$ cat config.mk
export PLATFORM = sky130hd
export DESIGN_NAME = seq_detector_param_flat
export DESIGN_NICKNAME = d
export VERILOG_FILES = /design/src/rtl/seq_det_pkg.sv /design/src/rtl/seq_detector_param_if.sv /design/src/rtl/seq_detector_param_sat_counter.sv /design/src/rtl/seq_detector_param.sv /design/src/flat_wrapper.sv
export SDC_FILE = /design/constraint.sdc
export NUM_CORES = 1
export LEC_CHECK = 0
export ABC_CLOCK_PERIOD_IN_PS = 2600
export CORE_ASPECT_RATIO = 1.1
export CORE_MARGIN = 3
export CORE_UTILIZATION = 48
export DETAILED_ROUTE_END_ITERATION = 10
export PLACE_DENSITY = 0.74
export RECOVER_POWER = 100
export SLEW_MARGIN = 25
export SYNTH_ARGS = -nofsm -noshare
export SYNTH_HDL_FRONTEND = slang
export SYNTH_HIERARCHICAL = 1
export SYNTH_SLANG_ARGS = --single-unit
export TNS_END_PERCENT = 1
$ cat constraint.sdc
create_clock -name clk -period 2.6 [get_ports clk]
set_clock_uncertainty 0.2 [all_clocks]
set_input_delay 0.52 -clock clk [delete_from_list [all_inputs] [get_ports clk]]
set_output_delay 0.52 -clock clk [all_outputs]
set_load 0.05 [all_outputs]
$ cat src/rtl/seq_det_pkg.sv
// Shared definitions for the serial pattern detector family: limits,
// history-fill width helper and parameter-range checks.
package seq_det_pkg;

  localparam int MAX_PATTERN_W = 32;
  localparam int MAX_CNT_W     = 32;

  // Width of a counter that must hold values 0..n-1.
  function automatic int fill_w(input int n);
    return $clog2(n);
  endfunction

  function automatic bit pattern_w_ok(input int n);
    return (n >= 2) && (n <= MAX_PATTERN_W);
  endfunction

  function automatic bit cnt_w_ok(input int n);
    return (n >= 1) && (n <= MAX_CNT_W);
  endfunction

endpackage

$ cat src/rtl/seq_detector_param_if.sv
// Serial-bit input and match-report outputs of the pattern detector.
interface seq_detector_param_if #(
  parameter int CNT_W = 8
);
  // Handshake: x is consumed on a rising clk edge exactly when in_valid=1;
  // there is no ready, the detector always accepts. clr overrides in_valid.
  logic             in_valid;
  logic             x;
  logic             clr;
  logic             z;
  logic             z_reg;
  logic [CNT_W-1:0] match_cnt;
  logic             cnt_sat;

  modport master (
    output in_valid, x, clr,
    input  z, z_reg, match_cnt, cnt_sat
  );

  modport slave (
    input  in_valid, x, clr,
    output z, z_reg, match_cnt, cnt_sat
  );
endinterface

$ cat src/rtl/seq_detector_param_sat_counter.sv
// Saturating up-counter with synchronous clear; sat flags the all-ones value.
module sat_counter
  import seq_det_pkg::*;
#(
  parameter int W = 8
) (
  input  logic         clk,
  input  logic         aresetn,
  input  logic         clr,
  input  logic         inc,
  output logic [W-1:0] cnt,
  output logic         sat
);

  assign sat = &cnt;

  always_ff @(posedge clk or negedge aresetn) begin
    if (!aresetn) begin
      cnt <= '0;
    end else if (clr) begin
      cnt <= '0;
    end else if (inc && !sat) begin
      cnt <= cnt + W'(1);
    end
  end

endmodule

$ cat src/rtl/seq_detector_param.sv
// Parametrised serial pattern detector: Mealy match z, registered z_reg and a
// saturating match counter. History restarts after a match when OVERLAP=0.
module seq_detector_param
  import seq_det_pkg::*;
#(
  parameter int                   PATTERN_W = 3,
  parameter logic [PATTERN_W-1:0] PATTERN   = PATTERN_W'(3'b101),
  parameter bit                   OVERLAP   = 1'b1,
  parameter int                   CNT_W     = 8
) (
  input  logic                 clk,
  input  logic                 aresetn,
  seq_detector_param_if.slave  bus
);

  if (!pattern_w_ok(PATTERN_W)) begin : g_bad_pattern_w
    $error("seq_detector_param: PATTERN_W=%0d outside 2..%0d", PATTERN_W, MAX_PATTERN_W);
  end
  if (!cnt_w_ok(CNT_W)) begin : g_bad_cnt_w
    $error("seq_detector_param: CNT_W=%0d outside 1..%0d", CNT_W, MAX_CNT_W);
  end

  localparam int            HW        = PATTERN_W - 1;
  localparam int            FW        = fill_w(PATTERN_W);
  localparam logic [FW-1:0] FILL_FULL = FW'(HW);

  logic [HW-1:0]        hist, hist_nxt, hist_shift;
  logic [FW-1:0]        fill, fill_nxt;
  logic [PATTERN_W-1:0] win;
  logic                 accept;
  logic                 z_int;
  logic                 z_reg_q;

  assign accept = bus.in_valid & ~bus.clr;
  assign win    = {hist, bus.x};
  // fill and hist are zero in reset, so z is also held low then.
  assign z_int  = accept & (fill == FILL_FULL) & (win == PATTERN);

  if (HW == 1) begin : g_hist_one
    assign hist_shift = bus.x;
  end else begin : g_hist_many
    assign hist_shift = {hist[HW-2:0], bus.x};
  end

  always_comb begin
    hist_nxt = hist;
    fill_nxt = fill;
    if (bus.clr) begin
      hist_nxt = '0;
      fill_nxt = '0;
    end else if (bus.in_valid) begin
      hist_nxt = hist_shift;
      fill_nxt = (fill == FILL_FULL) ? fill : fill + FW'(1);
      // Non-overlapping: the stale history is ignored until refilled.
      if (z_int && !OVERLAP) begin
        fill_nxt = '0;
      end
    end
  end

  always_ff @(posedge clk or negedge aresetn) begin
    if (!aresetn) begin
      hist    <= '0;
      fill    <= '0;
      z_reg_q <= 1'b0;
    end else begin
      hist    <= hist_nxt;
      fill    <= fill_nxt;
      z_reg_q <= bus.clr ? 1'b0 : z_int;
    end
  end

  sat_counter #(.W(CNT_W)) u_match_cnt (
    .clk     (clk),
    .aresetn (aresetn),
    .clr     (bus.clr),
    .inc     (z_int),
    .cnt     (bus.match_cnt),
    .sat     (bus.cnt_sat)
  );

  assign bus.z     = z_int;
  assign bus.z_reg = z_reg_q;

endmodule

$ cat src/flat_wrapper.sv
// flat-port wrapper written by rule: the top's interface ports become plain ports
module seq_detector_param_flat import seq_det_pkg::*;
#(
  parameter int                   PATTERN_W = 3,
  parameter logic [PATTERN_W-1:0] PATTERN   = PATTERN_W'(3'b101),
  parameter bit                   OVERLAP   = 1'b1,
  parameter int                   CNT_W     = 8
)
  (clk, aresetn, bus_in_valid, bus_x, bus_clr, bus_z, bus_z_reg, bus_match_cnt, bus_cnt_sat);
  seq_detector_param_if #(.CNT_W(CNT_W)) bus_i ();
  input  logic clk;
  input  logic aresetn;
  input wire logic [$bits(bus_i.in_valid)-1:0] bus_in_valid;
  input wire logic [$bits(bus_i.x)-1:0] bus_x;
  input wire logic [$bits(bus_i.clr)-1:0] bus_clr;
  output wire logic [$bits(bus_i.z)-1:0] bus_z;
  output wire logic [$bits(bus_i.z_reg)-1:0] bus_z_reg;
  output wire logic [$bits(bus_i.match_cnt)-1:0] bus_match_cnt;
  output wire logic [$bits(bus_i.cnt_sat)-1:0] bus_cnt_sat;
  assign bus_i.in_valid = bus_in_valid;
  assign bus_i.x = bus_x;
  assign bus_i.clr = bus_clr;
  assign bus_z = bus_i.z;
  assign bus_z_reg = bus_i.z_reg;
  assign bus_match_cnt = bus_i.match_cnt;
  assign bus_cnt_sat = bus_i.cnt_sat;
  seq_detector_param #(.PATTERN_W(PATTERN_W), .PATTERN(PATTERN), .OVERLAP(OVERLAP), .CNT_W(CNT_W)) u_core (.clk(clk), .aresetn(aresetn), .bus(bus_i));
endmodule
# Word level (Yosys, flattened, before mapping)
# Cells that the tools add are included.
# Widths: inputs -> output; s select.
# word_totals
ff_bits	13
latch_bits	0
ramBits	0
romBits	0
memories	0
# op_classes
addsub	2
mul	0
div_mod_pow	0
magnitude_cmp	0
n_eq_ne	3
n_shift	0
n_mux	8
bitwise_logic	4
reduce_logical	6
# op_table
operator	n
$mux 8	2
$mux 2	5
$add 8x1->8 const B	1
$reduce_and 8->1	1
$reduce_bool 2->1	2
$and 1x1->1	3
$eq 3x3->1 const B	1
$add 2x1->2 const B	1
$eq 2x2->1 const B	1
$ne 2x2->1 const B	1
$reduce_and 2->1	1
$logic_and 1x1->1	1
$logic_not 1->1	1
$mux 1	1
$not 1->1	1

# Depth between registers and ports, before layout
# Gate-level depths: netlist of run 1.
# logic_depth
depth_word	7
ltp_mapped	7

# Cells and area by module
# Netlist of run 1, hierarchy kept.
# modules_own_cells
module	n_inst	cells_each	area_each_um2	seq_area_each_um2
sat_counter	1	45	475.5	200.2
seq_detector_param	1	21	252.7	125.1

# Worst setup path after synthesis of run 1
# Ideal clock, no wire load.
# synth_path
path_kind	register to register
startpoint	reg u_core.fill[0]
endpoint	reg u_core.u_match_cnt.cnt[0]
setup_ps	125
arrival_time_ps	2819
slack_ps	-544
path_stages_with_launch	7
n_path_buf	0
synth_period_minus_slack_ps	3144
path_cell_list	dfrtp_1 -> inv_1 -> ha_1 -> nand4b_1 -> nor3b_1 -> a21boi_4 -> mux2_4
# synth_between
elab_chain_len	5
# synth_rtl
item	line	source
start: declaration	seq_detector_param.sv:28	logic [FW-1:0] fill, fill_nxt;
start signal: assignment	seq_detector_param.sv:68	fill <= fill_nxt;
$eq 2x2->1	seq_detector_param.sv:37	assign z_int = accept & (fill == FILL_FULL) & (win == PATTERN);
$and 1x1->1 (2 in a row)	seq_detector_param.sv:37	
named net bus_z	flat_wrapper.sv:16	output wire logic [$bits(bus_i.z)-1:0] bus_z;
$logic_and 1x1->1	seq_detector_param_sat_counter.sv:22	end else if (inc && !sat) begin
$reduce_bool 2->1 (no line)	-	
end signal: assignment	seq_detector_param_sat_counter.sv:23	cnt <= cnt + W'(1);
end: declaration	seq_detector_param_sat_counter.sv:11	output logic [W-1:0] cnt,
# The timed path passes the listed nets, and every way through them passes these cells.
# A chain may end at the register's enable or synchronous reset.

# Worst setup path in the final report of run 1
# layout_path
startpoint	reg u_core.u_match_cnt.cnt[3]
endpoint	out bus_match_cnt[3]
# layout_rtl
item	line	source
end: declaration	flat_wrapper.sv:18	output wire logic [$bits(bus_i.match_cnt)-1:0] bus_match_cnt;
# No word-level cell between the ends.

==> reports/metrics.cfg, run 1 <==
[outcome]
outcome=finished, final reports clean

[worst_setup_path]
end_kind=output port
cp.arrival_ns=1.70
worstSetupPathType=register to output port
worst_path_max_delay_cell=dlygate4sd3_1
crit_buf_inv=1
cp-start-kind=register
crit_family=buffers and inverters
cpPeakStageDelay_ns=0.92
path_cells=dlygate4sd3_1
crit_fanout=9
required_ns=1.88

[clocking]
clkLatencyLatePin_ns=0.28
clk_pin_slew_ns=0.08
ctsResizeCount=0
cts-root-buf=clkbuf_4
ctsHoldBuffers=0
cts_num_sinks=13
htreeDepth=1
post-cts-setup-buffers=0
clk_path_buf_depth=2
tritoncts=yes
cts_made_buffers=3

[logic_synthesis]
synth-async-reset-ratio_pct=100
synth_area_leaders=dfrtp_1 (45%), mux2_4 (6.2%), mux2i_1 (4.1%), a21oi_1 (3.4%), ha_1 (3.4%)
synthFlopType=dfrtp_1
synthDistinctLibCells=29
avgSynthCellArea_um2=11.0
synth_area_um2=728
yosysWarnings=6
syn_nets=73
ys_ff_latch=13
netlist_instances=66
synth_top_area_share_pct=44.7
yosysSeqAreaShare_pct=44.7
synth_edf_count=0
yosysTopAreaCell=dfrtp_1

[detailed_routing]
vias=605
drtIter0Drc=8
vias_per_cell=5.93
drt_first_pass_iters=4
wl_per_cell_um=15.3
ant_nets=0
drc=0
postRouteWirelength_um=1560

[flow_run]
maxCapViolations=0

[global_routing]
grt_use_met2_pct=28.3
antenna_found_initial=0
gr-usage-met1_pct=19.7
grt_util_all_layers_pct=17.7
grt_pass1_vias=558
overflow=0
grt_use_met3_pct=4.60
grt_pass1_wl_um=2500
grt_max_degree=18
busiest_layer=met2

[power]
vdd_drop_max_uv=307
power.total_uw=373
power_density_nw_per_um2=401
p_leak_uw=0.000441

[die]
coreArea_um2=1400
ios=16
die_h_um=46.9
initial_core_util_pct=52.0
die_area_um2=2020
rows=14
die_x_um=43.1

[layout]
reg.largest.list=u_core/u_match_cnt/cnt: 8 flops, u_core/fill: 2 flops, u_core/hist: 2 flops
nets=94
drive_gt1_share_pct=12.8
top_register=u_core/u_match_cnt/cnt
largest_reg_flops=8
area_delta_synth_final_pct=27.8
antenna_cells=0
stdcell_count=102

[placed_design]
dp_cells=98
portBuffers=15
hpwl_um=1090
gp_congestion=0.764

[timing]
slew_violations=0
max_freq_mhz=413
max_slew.worst_pin.slew_ns=0.710
finalSetupTns_ns=0
hold_violations=0
layout_min_cycle_time_ns=2.42
setup_viol=0
rsz0062_at_grt=false
hold_ws_ns=0.335
max-slew-margin-rel_pct=52.6
period_share_pct=93.0

[hold_path]
hold_class=register to register

-- stage by stage --
stage,util (%),worst slack [ns],area [um2]
6_report,66.4,0.181,931
3_5_place_dp,66.2,0.240,927
4_1_cts,68.0,0.226,953
2_1_floorplan,-,0.114,733
3_3_place_gp,66.2,0.258,927
5_1_grt,66.4,0.128,931
-- layer usage --
layer / up-vias / share of wire, % / wire [um]
li1: 292 / - / -
met4: 0 / 2.9 / 45
met2: 16 / 47 / 729
met3: 4 / 4.0 / 63
met5: - / 0 / 0
met1: 293 / 46 / 718
-- worst paths after layout --
check | from | to | slack (ns) | depth (start not counted)
min in group asynchronous | aresetn | u_core/fill[0] | 0.47 | 1
max | u_core/u_match_cnt/cnt[3] | bus_match_cnt[3] | 0.18 | 1
max reg2reg | u_core/fill[0] | u_core/u_match_cnt/cnt[7] | 0.57 | 8
min | u_core/hist[1] | u_core/hist[1] | 0.33 | 2
max in group asynchronous | aresetn | u_core/u_match_cnt/cnt[0] | 1.35 | 1
min reg2reg | u_core/hist[1] | u_core/hist[1] | 0.33 | 2
-- power breakdown --
part | switching (uW) | total [uW] | internal (uW)
registers | 3.32 | 210 | 207
logic | 16.4 | 34.4 | 18.0
clock network | 69.1 | 129 | 59.6
total | 88.8 | 373 | 285
-- layout by cell type (no fill, tap or decap) --
cell type / Yosys / final
buf_12: 0 / 2
and3_1: 0 / 1
a21boi_4: 1 / 1
dfrtp_1: 13 / 13
buf_4: 1 / 2
nor3b_1: 2 / 2
and2b_4: 1 / 1
clkbuf_1: 0 / 2
o21bai_1: 1 / 1
mux2_1: 0 / 3
ha_1: 2 / 2
a211oi_1: 2 / 2
and4_4: 1 / 1
nor3_1: 2 / 2
and2b_1: 1 / 1
dlygate4sd3_1: 0 / 11
clkdlybuf4s50_1: 0 / 2
and3_4: 1 / 1
a21oi_1: 5 / 5
nand2b_1: 2 / 2
nor2_1: 5 / 5
o31ai_1: 1 / 1
mux2i_1: 3 / 3
and4_1: 0 / 1
nor2b_1: 2 / 2
nand4_1: 3 / 3
nand2_1: 2 / 2
nand4b_1: 2 / 2
inv_1: 3 / 3
nor4_1: 1 / 1
clkbuf_4: 0 / 3
and4b_1: 1 / 1
a31oi_1: 2 / 2
-- cells by family (layout without fill, tap and decap cells) --
logic type      Yosys count  count (layout)  share of synthesized area, %
compound gates           12              12                          11.9
simple gates             28              28                          25.6
mux                       6               6                          10.3
fa+ha+maj                 2               2                          3.44
buf+inv                   5              25                          4.12
flops                    13              13                          44.7
-- synth_stat cells (2+ instances only) --
cell and number:
a31oi_1 2, nor3_1 2, a211oi_1 2, dfrtp_1 13, nor2b_1 2, nand4_1 3, ha_1 2, mux2i_1 3
nand2_1 2, a21oi_1 5, nand4b_1 2, nor2_1 5, mux2_4 3, nand2b_1 2, inv_1 3, nor3b_1 2
-- layout make-up --
class	instances	area [um2]
fill	133	470
sequential	13	325
multi-input combinational	48	359
tap	16	20.0
clock buffer	4	26.3
timing repair buffer	18	189
inverter	3	11.3
Power figures use the tool's default switching activity.
==> inputs of run 2 (changes only) <==
CAP_MARGIN = 20   (was not set)
CORE_MARGIN = 10   (was 3)
==> reports/metrics.cfg, run 2 (synthesis results as in run 1) <==
[detailed_routing]
postRouteWirelength_um=1520  ; -2.4%
ant_nets=0  ; unchanged
wl_per_cell_um=14.9  ; -2.4%
drc=0  ; unchanged
drtIter0Drc=16  ; +8
drt_first_pass_iters=4  ; unchanged
vias_per_cell=5.75  ; -3.1%
vias=586  ; -3.1%

[worst_setup_path]
crit_start=bus_x
crit_fanout=7  ; -2
worstReg2RegStart=u_core/fill[0]
end_kind=output port
worst_path_max_delay_cell=dlygate4sd3_1
path_cells=dlygate4sd3_1 > nand4b_1 > nor3b_1 > buf_4 > buf_12
crit_buf_inv=3  ; +2
cp-start-kind=input port
cpPeakStageDelay_ns=0.55  ; -0.37 ns
required_ns=1.88  ; about the same
cp.arrival_ns=1.74  ; +0.04 ns
worstSetupPathType=input port to output port
crit_family=buffers and inverters

[global_routing]
overflow=0  ; unchanged
antenna_found_initial=0  ; unchanged
grt_util_all_layers_pct=9.02  ; -8.7 points
grt_use_met2_pct=14.4  ; -14 points
busiest_layer=met2
grt_max_degree=18  ; unchanged
grt_use_met3_pct=3.55  ; -1.0 points
gr-usage-met1_pct=9.81  ; -9.9 points
grt_pass1_vias=534  ; -4.3%
grt_pass1_wl_um=2500  ; -0.28%

[timing]
max_freq_mhz=407  ; -1.6%
rsz0062_at_grt=false
max_slew.worst_pin.slew_ns=0.574  ; -0.136 ns
period_share_pct=94.6  ; +1.5 points
max-slew-margin-rel_pct=61.6  ; +9.0 points
finalSetupTns_ns=0  ; unchanged
hold_violations=0  ; unchanged
slew_violations=0  ; unchanged
setup_viol=0  ; unchanged
layout_min_cycle_time_ns=2.46  ; +0.0398 ns

[die]
coreArea_um2=1400  ; unchanged
die_area_um2=3480  ; +72%
die_x_um=57.1  ; +32%
rows=14  ; unchanged
die_h_um=60.9  ; +30%
initial_core_util_pct=52.0  ; unchanged
ios=16  ; unchanged

[clocking]
clkLatencyLatePin_ns=0.27  ; about the same
clk_pin_slew_ns=0.07  ; about the same
ctsResizeCount=0  ; unchanged
ctsHoldBuffers=0  ; unchanged
post-cts-setup-buffers=0  ; unchanged
tritoncts=yes
htreeDepth=1  ; unchanged
cts_made_buffers=3  ; unchanged
cts-root-buf=clkbuf_4
cts_num_sinks=13  ; unchanged
clk_path_buf_depth=2  ; unchanged

[hold_path]
hold_class=register to register
holdCritStartpoint=u_core/hist[1]

[power]
p_leak_uw=0.000438  ; -0.80%
power_density_nw_per_um2=400  ; -0.30%
vdd_drop_max_uv=285  ; -7.5%
p_sw_share_pct=23.0  ; -0.83 points
p_int_uw=284  ; -0.16%
clkPwrFrac_pct=33.7  ; -0.8 points
p_sw_uw=84.6  ; -4.7%
power_frac_comb_pct=9.3  ; about the same
p_seq_share_pct=57.0  ; +0.7 points

[layout]
antenna_cells=0  ; unchanged
nets=94  ; unchanged
area_delta_synth_final_pct=26.6
reg.largest.list=u_core/u_match_cnt/cnt: 8 flops, u_core/fill: 2 flops, u_core/hist: 2 flops
largest_reg_flops=8  ; unchanged
top_register=u_core/u_match_cnt/cnt
layout_commonest_cell=dfrtp_1
postLayoutCellArea_um2=922  ; -0.94%
nFillCells=126  ; -5.3%
drive_gt1_share_pct=12.8  ; unchanged
final_cell_mix=dfrtp_1 (13), dlygate4sd3_1 (12), nor2_1 (5), a21oi_1 (5)

[placed_design]
gp_congestion=0.762  ; -0.25%
placed_area_um2=927  ; unchanged
portBuffers=15  ; unchanged
hpwl_um=1130  ; +3.9%

[outcome]
outcome=finished, final reports clean

[flow_run]
maxCapViolations=0  ; unchanged

[run 2: cell types whose count changed in the layout (fill, tap and decap cells not counted)]
cell	previous run	this run
clkdlybuf4s50_1	2	1
dlygate4sd3_1	11	12
and4_1	1	2
and4_4	1	0
a21boi_0	0	1
a21boi_4	1	0
mux2_1	3	2
and3_1	1	0
mux2_4	0	1
and3_2	0	1
[run 2: worst reg2reg max path, cell delays in order, from the launching register on]
cell	delay (ns)
dfrtp_1	0.40
inv_1	0.08
ha_1	0.17
nand4b_1	0.13
nor3b_1	0.22
buf_4	0.18
a21boi_0	0.37
mux2_4	0.33
[run 2: path summary, 6_finish.rpt]
check / to / slack (ns) / depth (start not counted)
min in group asynchronous: u_core/u_match_cnt/cnt[7] / 0.47 / 1
max in group asynchronous: u_core/hist[1] / 1.34 / 1
hold reg to reg: u_core/hist[1] / 0.33 / 2
hold / removal: u_core/hist[1] / 0.33 / 2
setup reg to reg: u_core/u_match_cnt/cnt[0] / 0.43 / 7
setup / recovery: bus_z / 0.14 / 5
[run 2: area by class of cell]
type,instances,area [um2],area share [%]
Tap cell,16,20.0,2.17
Sequential cell,13,325,35.3
Multi-Input combinational cell,48,350,38.0
Clock buffer,4,26.3,2.85
Inverter,3,11.3,1.22
Timing Repair Buffer,18,189,20.5
[run 2: power by group through the flow]
stage | Clock (uW) | Combinational [uW] | Sequential, uW
2_1_floorplan | 0 | 22.7 | 213
3_3_place_gp | 0 | 39.2 | 214
3_5_place_dp | 0 | 40.3 | 214
4_1_cts | 132 | 40.7 | 210
5_1_grt | 138 | 37.7 | 211
6_report | 124 | 34.1 | 210
[run 2: per-layer routing]
metal,vias to the layer above,routed length (um)
met2,21,713
met5,-,0
li1,289,-
met1,274,646
met4,0,14
met3,2,144
[run 2: through the flow]
stage | utilization (%) | total power (uW) | hold WS (ns) | cells | worst slack [ns]
6_report | 65.8 | 369 | 0.334 | 102 | 0.142
5_1_grt | 65.8 | 387 | 0.372 | 102 | 0.0909
4_1_cts | 68.0 | 383 | 0.341 | 102 | 0.231
3_5_place_dp | 66.2 | 255 | 0.323 | 98 | 0.231
3_3_place_gp | 66.2 | 253 | 0.319 | 98 | 0.261
2_1_floorplan | - | 236 | 0.0244 | 66 | 0.114
